--- src/rtl/tl_cntr_nphase_pkg.sv ---
// Shared definitions for the N-phase traffic-light controller:
// light codes and FSM state encodings.
package tl_cntr_nphase_pkg;

    localparam logic [1:0] LT_RED    = 2'b00;
    localparam logic [1:0] LT_YELLOW = 2'b01;
    localparam logic [1:0] LT_GREEN  = 2'b10;

    typedef enum logic [1:0] {
        ST_ALLRED = 2'd0,
        ST_GREEN  = 2'd1,
        ST_YELLOW = 2'd2
    } state_t;

endpackage

--- src/rtl/tl_cntr_nphase_phase_sel.sv ---
// Combinational next-phase picker: first phase with demand after cur in
// cyclic order (cur itself checked last), phase 0 when nobody is waiting.
module tl_phase_sel #(
    parameter int N_DIR = 2
) (
    input  logic [2:0]         cur,
    input  logic [2*N_DIR-1:0] demand,
    output logic [2:0]         nxt
);

    localparam int N_PH = 2 * N_DIR;

    logic found;

    // Constant-index compare avoids a variable bit-select wider than demand.
    always_comb begin
        nxt   = '0;
        found = 1'b0;
        for (int i = 1; i <= N_PH; i++) begin
            for (int j = 0; j < N_PH; j++) begin
                if ((int'(cur) + i == j) || (int'(cur) + i == j + N_PH)) begin
                    if (!found && demand[j]) begin
                        nxt   = 3'(j);
                        found = 1'b1;
                    end
                end
            end
        end
    end

endmodule

--- src/rtl/tl_cntr_nphase.sv ---
// N-approach traffic-light controller with straight and left-turn phases,
// demand-driven green extension and registered light outputs.
module tl_cntr_nphase
    import tl_cntr_nphase_pkg::*;
#(
    parameter int N_DIR     = 2,
    parameter int GREEN_MIN = 4,
    parameter int GREEN_MAX = 10,
    parameter int YELLOW_T  = 2,
    parameter int ALLRED_T  = 1,
    parameter int CNT_W     = 4
) (
    input  logic               clk,
    input  logic               reset_n,
    input  logic [N_DIR-1:0]   T,
    input  logic [N_DIR-1:0]   Tl,
    output logic [2*N_DIR-1:0] lt_s,
    output logic [2*N_DIR-1:0] lt_l,
    output logic [2:0]         phase,
    output logic               phase_start
);

    localparam int N_PH = 2 * N_DIR;

    state_t             state, state_nx;
    logic [CNT_W-1:0]   timer, g_cnt;
    logic               timer_clr;
    logic               init_q;
    logic [2:0]         pend_phase, sel_phase, phase_nx;
    logic [N_PH-1:0]    demand;
    logic               cur_dem;
    logic [1:0]         code;
    logic [2*N_DIR-1:0] lt_s_nx, lt_l_nx;

    always_comb begin
        demand  = '0;
        cur_dem = 1'b0;
        for (int k = 0; k < N_DIR; k++) begin
            demand[2*k]   = T[k];
            demand[2*k+1] = Tl[k];
        end
        for (int i = 0; i < N_PH; i++) begin
            if (phase == 3'(i)) cur_dem = demand[i];
        end
    end

    tl_phase_sel #(.N_DIR(N_DIR)) u_sel (
        .cur    (phase),
        .demand (demand),
        .nxt    (sel_phase)
    );

    // init_q keeps the controller in ALLRED for the reset-release edge so the
    // clearance interval is counted only from the first edge out of reset.
    always_comb begin
        state_nx  = state;
        timer_clr = 1'b0;
        g_cnt     = timer + 1'b1;
        case (state)
            ST_ALLRED: begin
                if (init_q)
                    timer_clr = 1'b1;
                else if (timer == CNT_W'(ALLRED_T - 1))
                    state_nx = ST_GREEN;
            end
            ST_GREEN: begin
                if (g_cnt >= CNT_W'(GREEN_MIN) &&
                    (!cur_dem || g_cnt >= CNT_W'(GREEN_MAX)))
                    state_nx = ST_YELLOW;
            end
            ST_YELLOW: begin
                if (timer == CNT_W'(YELLOW_T - 1))
                    state_nx = ST_ALLRED;
            end
            default: state_nx = ST_ALLRED;
        endcase
        if (state_nx != state) timer_clr = 1'b1;
    end

    always_comb begin
        phase_nx = (state == ST_ALLRED && state_nx == ST_GREEN) ? pend_phase : phase;
        code     = (state_nx == ST_GREEN) ? LT_GREEN : LT_YELLOW;
        lt_s_nx  = {N_DIR{LT_RED}};
        lt_l_nx  = {N_DIR{LT_RED}};
        if (state_nx != ST_ALLRED) begin
            for (int k = 0; k < N_DIR; k++) begin
                if (phase_nx == 3'(2*k))   lt_s_nx[2*k +: 2] = code;
                if (phase_nx == 3'(2*k+1)) lt_l_nx[2*k +: 2] = code;
            end
        end
    end

    // The chosen successor is latched in the last YELLOW cycle and held
    // through ALLRED, so sensor activity during clearance cannot redirect it.
    always_ff @(posedge clk) begin
        if (!reset_n) begin
            state       <= ST_ALLRED;
            timer       <= '0;
            init_q      <= 1'b1;
            pend_phase  <= '0;
            phase       <= '0;
            lt_s        <= {N_DIR{LT_RED}};
            lt_l        <= {N_DIR{LT_RED}};
            phase_start <= 1'b0;
        end else begin
            state       <= state_nx;
            timer       <= timer_clr ? '0 : timer + 1'b1;
            init_q      <= 1'b0;
            if (state == ST_YELLOW && state_nx == ST_ALLRED)
                pend_phase <= sel_phase;
            phase       <= phase_nx;
            lt_s        <= lt_s_nx;
            lt_l        <= lt_l_nx;
            phase_start <= (state == ST_ALLRED && state_nx == ST_GREEN);
        end
    end

endmodule

--- config.mk ---
export PLATFORM = sky130hd
export DESIGN_NAME = tl_cntr_nphase
export DESIGN_NICKNAME = d
export VERILOG_FILES = /design/src/rtl/tl_cntr_nphase_pkg.sv /design/src/rtl/tl_cntr_nphase_phase_sel.sv /design/src/rtl/tl_cntr_nphase.sv
export SDC_FILE = /design/constraint.sdc
export NUM_CORES = 1
export LEC_CHECK = 0
export ABC_AREA = 1
export CAP_MARGIN = 5
export CORE_UTILIZATION = 55
export CTS_BUF_LIST = sky130_fd_sc_hd__clkbuf_8
export DETAILED_ROUTE_END_ITERATION = 16
export HOLD_SLACK_MARGIN = 0.06
export PLACE_DENSITY = 0.9
export SLEW_MARGIN = 0
export SYNTH_ARGS = -nofsm -noshare
export SYNTH_HDL_FRONTEND = slang
export SYNTH_SLANG_ARGS = --single-unit
--- constraint.sdc ---
create_clock -name clk -period 2.3 [get_ports clk]
set_input_delay 0.345 -clock clk [delete_from_list [all_inputs] [get_ports clk]]
set_output_delay 0.345 -clock clk [all_outputs]
set_load 0.005 [all_outputs]
==> results.sh, run 1 <==
export IMPL_min_delay_path_class="register to register"
export IMPL_wire_per_inst_um=12.1
export IMPL_vdd_ir_drop_max_mv=0.510
export IMPL_timing_critical_path_cells="nand2_1 -> inv_1 -> ha_1 -> nand2_1 -> nand2_1 -> o21bai_2 -> nand3_1 -> nand2_1 -> nand2_2 -> nand2_2 -> nand2_2 -> nor3b_1"
export IMPL_instance_count_of_the_mapped_netlist=169
export IMPL_crit_path_start_kind="register"
export IMPL_final_hold_viol_count=0
export IMPL_worst_setup_path_type="register to register"
export IMPL_asyncSetResetFlopFracSynth_pct=0
export IMPL_rows=16
export IMPL_min_period_over_period_pct=86.7
export IMPL_yosys_area_top_type="dfxtp_1"
export IMPL_detail_route_iter0_violations=40
export IMPL_areaGrowthSynthToFinish_pct=19.0
export IMPL_ctsResizeCount=0
export IMPL_min_delay_endpoint="pend_phase[0]"
export IMPL_avg_vias_per_cell=5.28
export IMPL_outcome="finished clean"
export IMPL_numCtsBuffers=3
export IMPL_tns_ns=0
export IMPL_synth_top_cells_by_area="dfxtp_1 35%, inv_1 9.4%, nor2_1 9.1%"
export IMPL_maxClockFrequency_mhz=502
export IMPL_insertion_delay_ns=0.26
export IMPL_globalplace_congestion=0.889
export IMPL_chipWidth_um=48.6
export IMPL_clock_sinks=21
export IMPL_path_max_fanout=11
export IMPL_ff_latch_area_um2=420
export IMPL_initial_standard_cell_utilization_of_the_core_pct=59.7
export IMPL_synth_nets=179
export IMPL_clock_path_buffers=2
export IMPL_first_global_vias=1122
export IMPL_num_io_pins=18
export IMPL_design_core_area_um2=2000
export IMPL_drive_above_1_share_pct=10.6
export IMPL_regToRegEndpoint="lt_s[1]"
export IMPL_number_of_antenna_violations_at_the_first_check_in_global_routing=0
export IMPL_ys_seq_area_share_pct=35.1
export IMPL_first_pass_iteration_count_of_the_detailed_router=4
export IMPL_timing_final_crit_period_ns=1.99
export IMPL_grt_pass1_wl_um=4460
export IMPL_power_density_nw_per_um2=603
export IMPL_synth_enable_flop_cells=0
export IMPL_finalNetCount=199
export IMPL_grt_use_total_pct=23.4
export IMPL_largest_net_degree_at_the_start_of_global_routing=13
export IMPL_drc=0
export IMPL_htree_levels=1
export IMPL_slew_worst_pin_ns=0.451
export IMPL_die_y_um=48.6
export IMPL_hold_path_depth=2
export IMPL_grt_overflow_total=0
export IMPL_min_delay_start="pend_phase[0]"
export IMPL_max_slew_margin_pct=69.6
export IMPL_ys_dominant_reg_cell="dfxtp_1"
export IMPL_crit_reg2reg_launch="phase[1]"
export IMPL_postLayoutSetupSlackWorst_ns=0.307
export IMPL_maxCapViolCount=0
export IMPL_reg2reg_depth=12
export IMPL_skew_ns=0.00405
export IMPL_power_leakage_nw=0.674
export IMPL_ant_nets=0
export IMPL_critical_path_most_common_cell="nand2_1"
export IMPL_critical_path_endpoint_type="register"
export IMPL_synth_top_cells_by_count="30 x inv_1, 29 x nor2_1, 24 x nand2_1"
export IMPL_minimum_setup_slack_among_reg_to_reg_paths_ns=0.31
export IMPL_cts_reportedPaths_clkPinSlew_ns=0.07
export IMPL_cp_data_arrival_time_ns=2.17
export IMPL_wirelength_um=2600
export IMPL_hpwl_um=2030
export IMPL_final_max_slew_violation_count=0
export IMPL_clock_tree_root_cell="clkbuf_8"
export IMPL_netlist_area_leader_share_pct=35.1
export IMPL_worst_path_max_delay_cell="dfxtp_1"
export IMPL_die_area_um2=2370
export IMPL_cts_hold_repair_buffers=0
export IMPL_grt_setup_unrepaired="no"
export IMPL_nFillCells=162
export IMPL_worst_ep_required_time_ns=2.48
export IMPL_multiInputGateArea_um2=629
export IMPL_synth_lib_cells_used_distinct=26
export IMPL_finalSetupViolations=0
export IMPL_post_synth_instance_area_um2=1200
export IMPL_syn_avg_cell_area_um2=7.08
export IMPL_synth_ff_latch_count=21
export IMPL_synth_yosys_warnings=0
export IMPL_cts_tree="built"
export IMPL_dpl_worst_slack_ns=0.136
export IMPL_antenna_cells=0
export IMPL_cts_repair_timing_setup_buffer_count=0
export IMPL_dr_total_vias=1135
export IMPL_synthMostInstantiatedCell="inv_1"
export IMPL_numPortBuffers=17
export IMPL_cpPeakStageDelay_ns=0.53
[flip-flops by register name, summed over array words and instances (netlist names)]
signal / flops
phase: 3
timer: 4
lt_s: 4
pend_phase: 2
lt_l: 4
init_q: 1
phase_start: 1
state: 2
[routing by layer]
metal | track usage, % | vias to the layer above | wire (um)
li1 | - | 576 | -
met1 | 24.7 | 523 | 1100
met2 | 45.8 | 28 | 1350
met3 | 2.83 | 8 | 86
met4 | 9.80 | 0 | 52
met5 | 0 | - | 0
[stage by stage]
stage | instance area, um2 | utilization [%] | power (W) | cells | hold slack, ns
final | 1420 | 71.1 | 0.000859 | 215 | 0.488
after global routing | 1420 | 71.1 | 0.000910 | 215 | 0.518
after CTS | 1420 | 71.1 | 0.000860 | 215 | 0.492
after detailed placement | 1380 | 68.8 | 0.000629 | 211 | 0.481
after global placement | 1380 | 68.8 | 0.000620 | 211 | 0.457
after floorplan | 1200 | - | 0.000567 | 169 | 0.441
[cells in the final DEF (no fill, tap or decap), types with 4 or more instances in the layout]
| master | Yosys | final |
|---|---|---|
| nor3b_1 | 4 | 4 |
| dfxtp_1 | 21 | 21 |
| nand4_1 | 11 | 11 |
| inv_1 | 30 | 30 |
| nand3_1 | 12 | 12 |
| clkdlybuf4s50_1 | 0 | 17 |
| nor3_1 | 5 | 5 |
| nand2_1 | 24 | 24 |
| ha_1 | 4 | 4 |
| o21ai_0 | 4 | 4 |
| nor2_1 | 29 | 29 |
[cell families (layout without fill, tap and decap cells)]
group                      count (synthesis)  count (layout)  share of synthesized area, %
DFF                                       21              21                          35.1
xor gates and xnor gates                   2               2                          1.46
and+or+nand+nor                           94              94                          38.6
AOI/OAI and AO/OA                         13              13                          8.37
buffers and inverters                     35              54                          12.2
adders and majority gates                  4               4                          4.18
[report_power, final]
part | internal [W] | switching, W | total, W
registers | 0.000381 | 0.0000175 | 0.000399
logic | 0.0000862 | 0.000140 | 0.000226
clock network | 0.000120 | 0.000113 | 0.000233
[worst max-delay path, delay by kind of cell (launching register included)]
family                     cells  cell delay [ns]
AOI/OAI and AO/OA              1             0.11
DFF                            1             0.53
and+or+nand+nor                9             1.02
adders and majority gates      1             0.19
buffers and inverters          1             0.07
[worst max-delay path by stage]
stage              from             to  slack [ns]
2_1_floorplan  phase[1]  pend_phase[1]        0.58
3_3_place_gp       T[0]        lt_s[1]        0.19
3_5_place_dp       T[0]        lt_s[1]        0.14
4_1_cts        phase[1]        lt_s[1]        0.29
5_1_grt        timer[1]        lt_s[1]        0.11
6_report       phase[1]        lt_s[1]        0.31
[cell type report]
cell class,count,share of cell area (%)
multi-input cells,113,44.2
flip-flops and latches,21,29.5
clock inverters,1,0.351
repair buffers,17,12.0
clock buffers,3,2.90
well taps,27,2.37
inverters,33,8.70
(Power assumes the default switching activity.)
==> inputs of run 2 (changes only) <==
ABC_CLOCK_PERIOD_IN_PS = 2300   (was unset)
==> results of run 2 <==
Same layout as run 1: the final DEF is identical, and so are final timing and power.
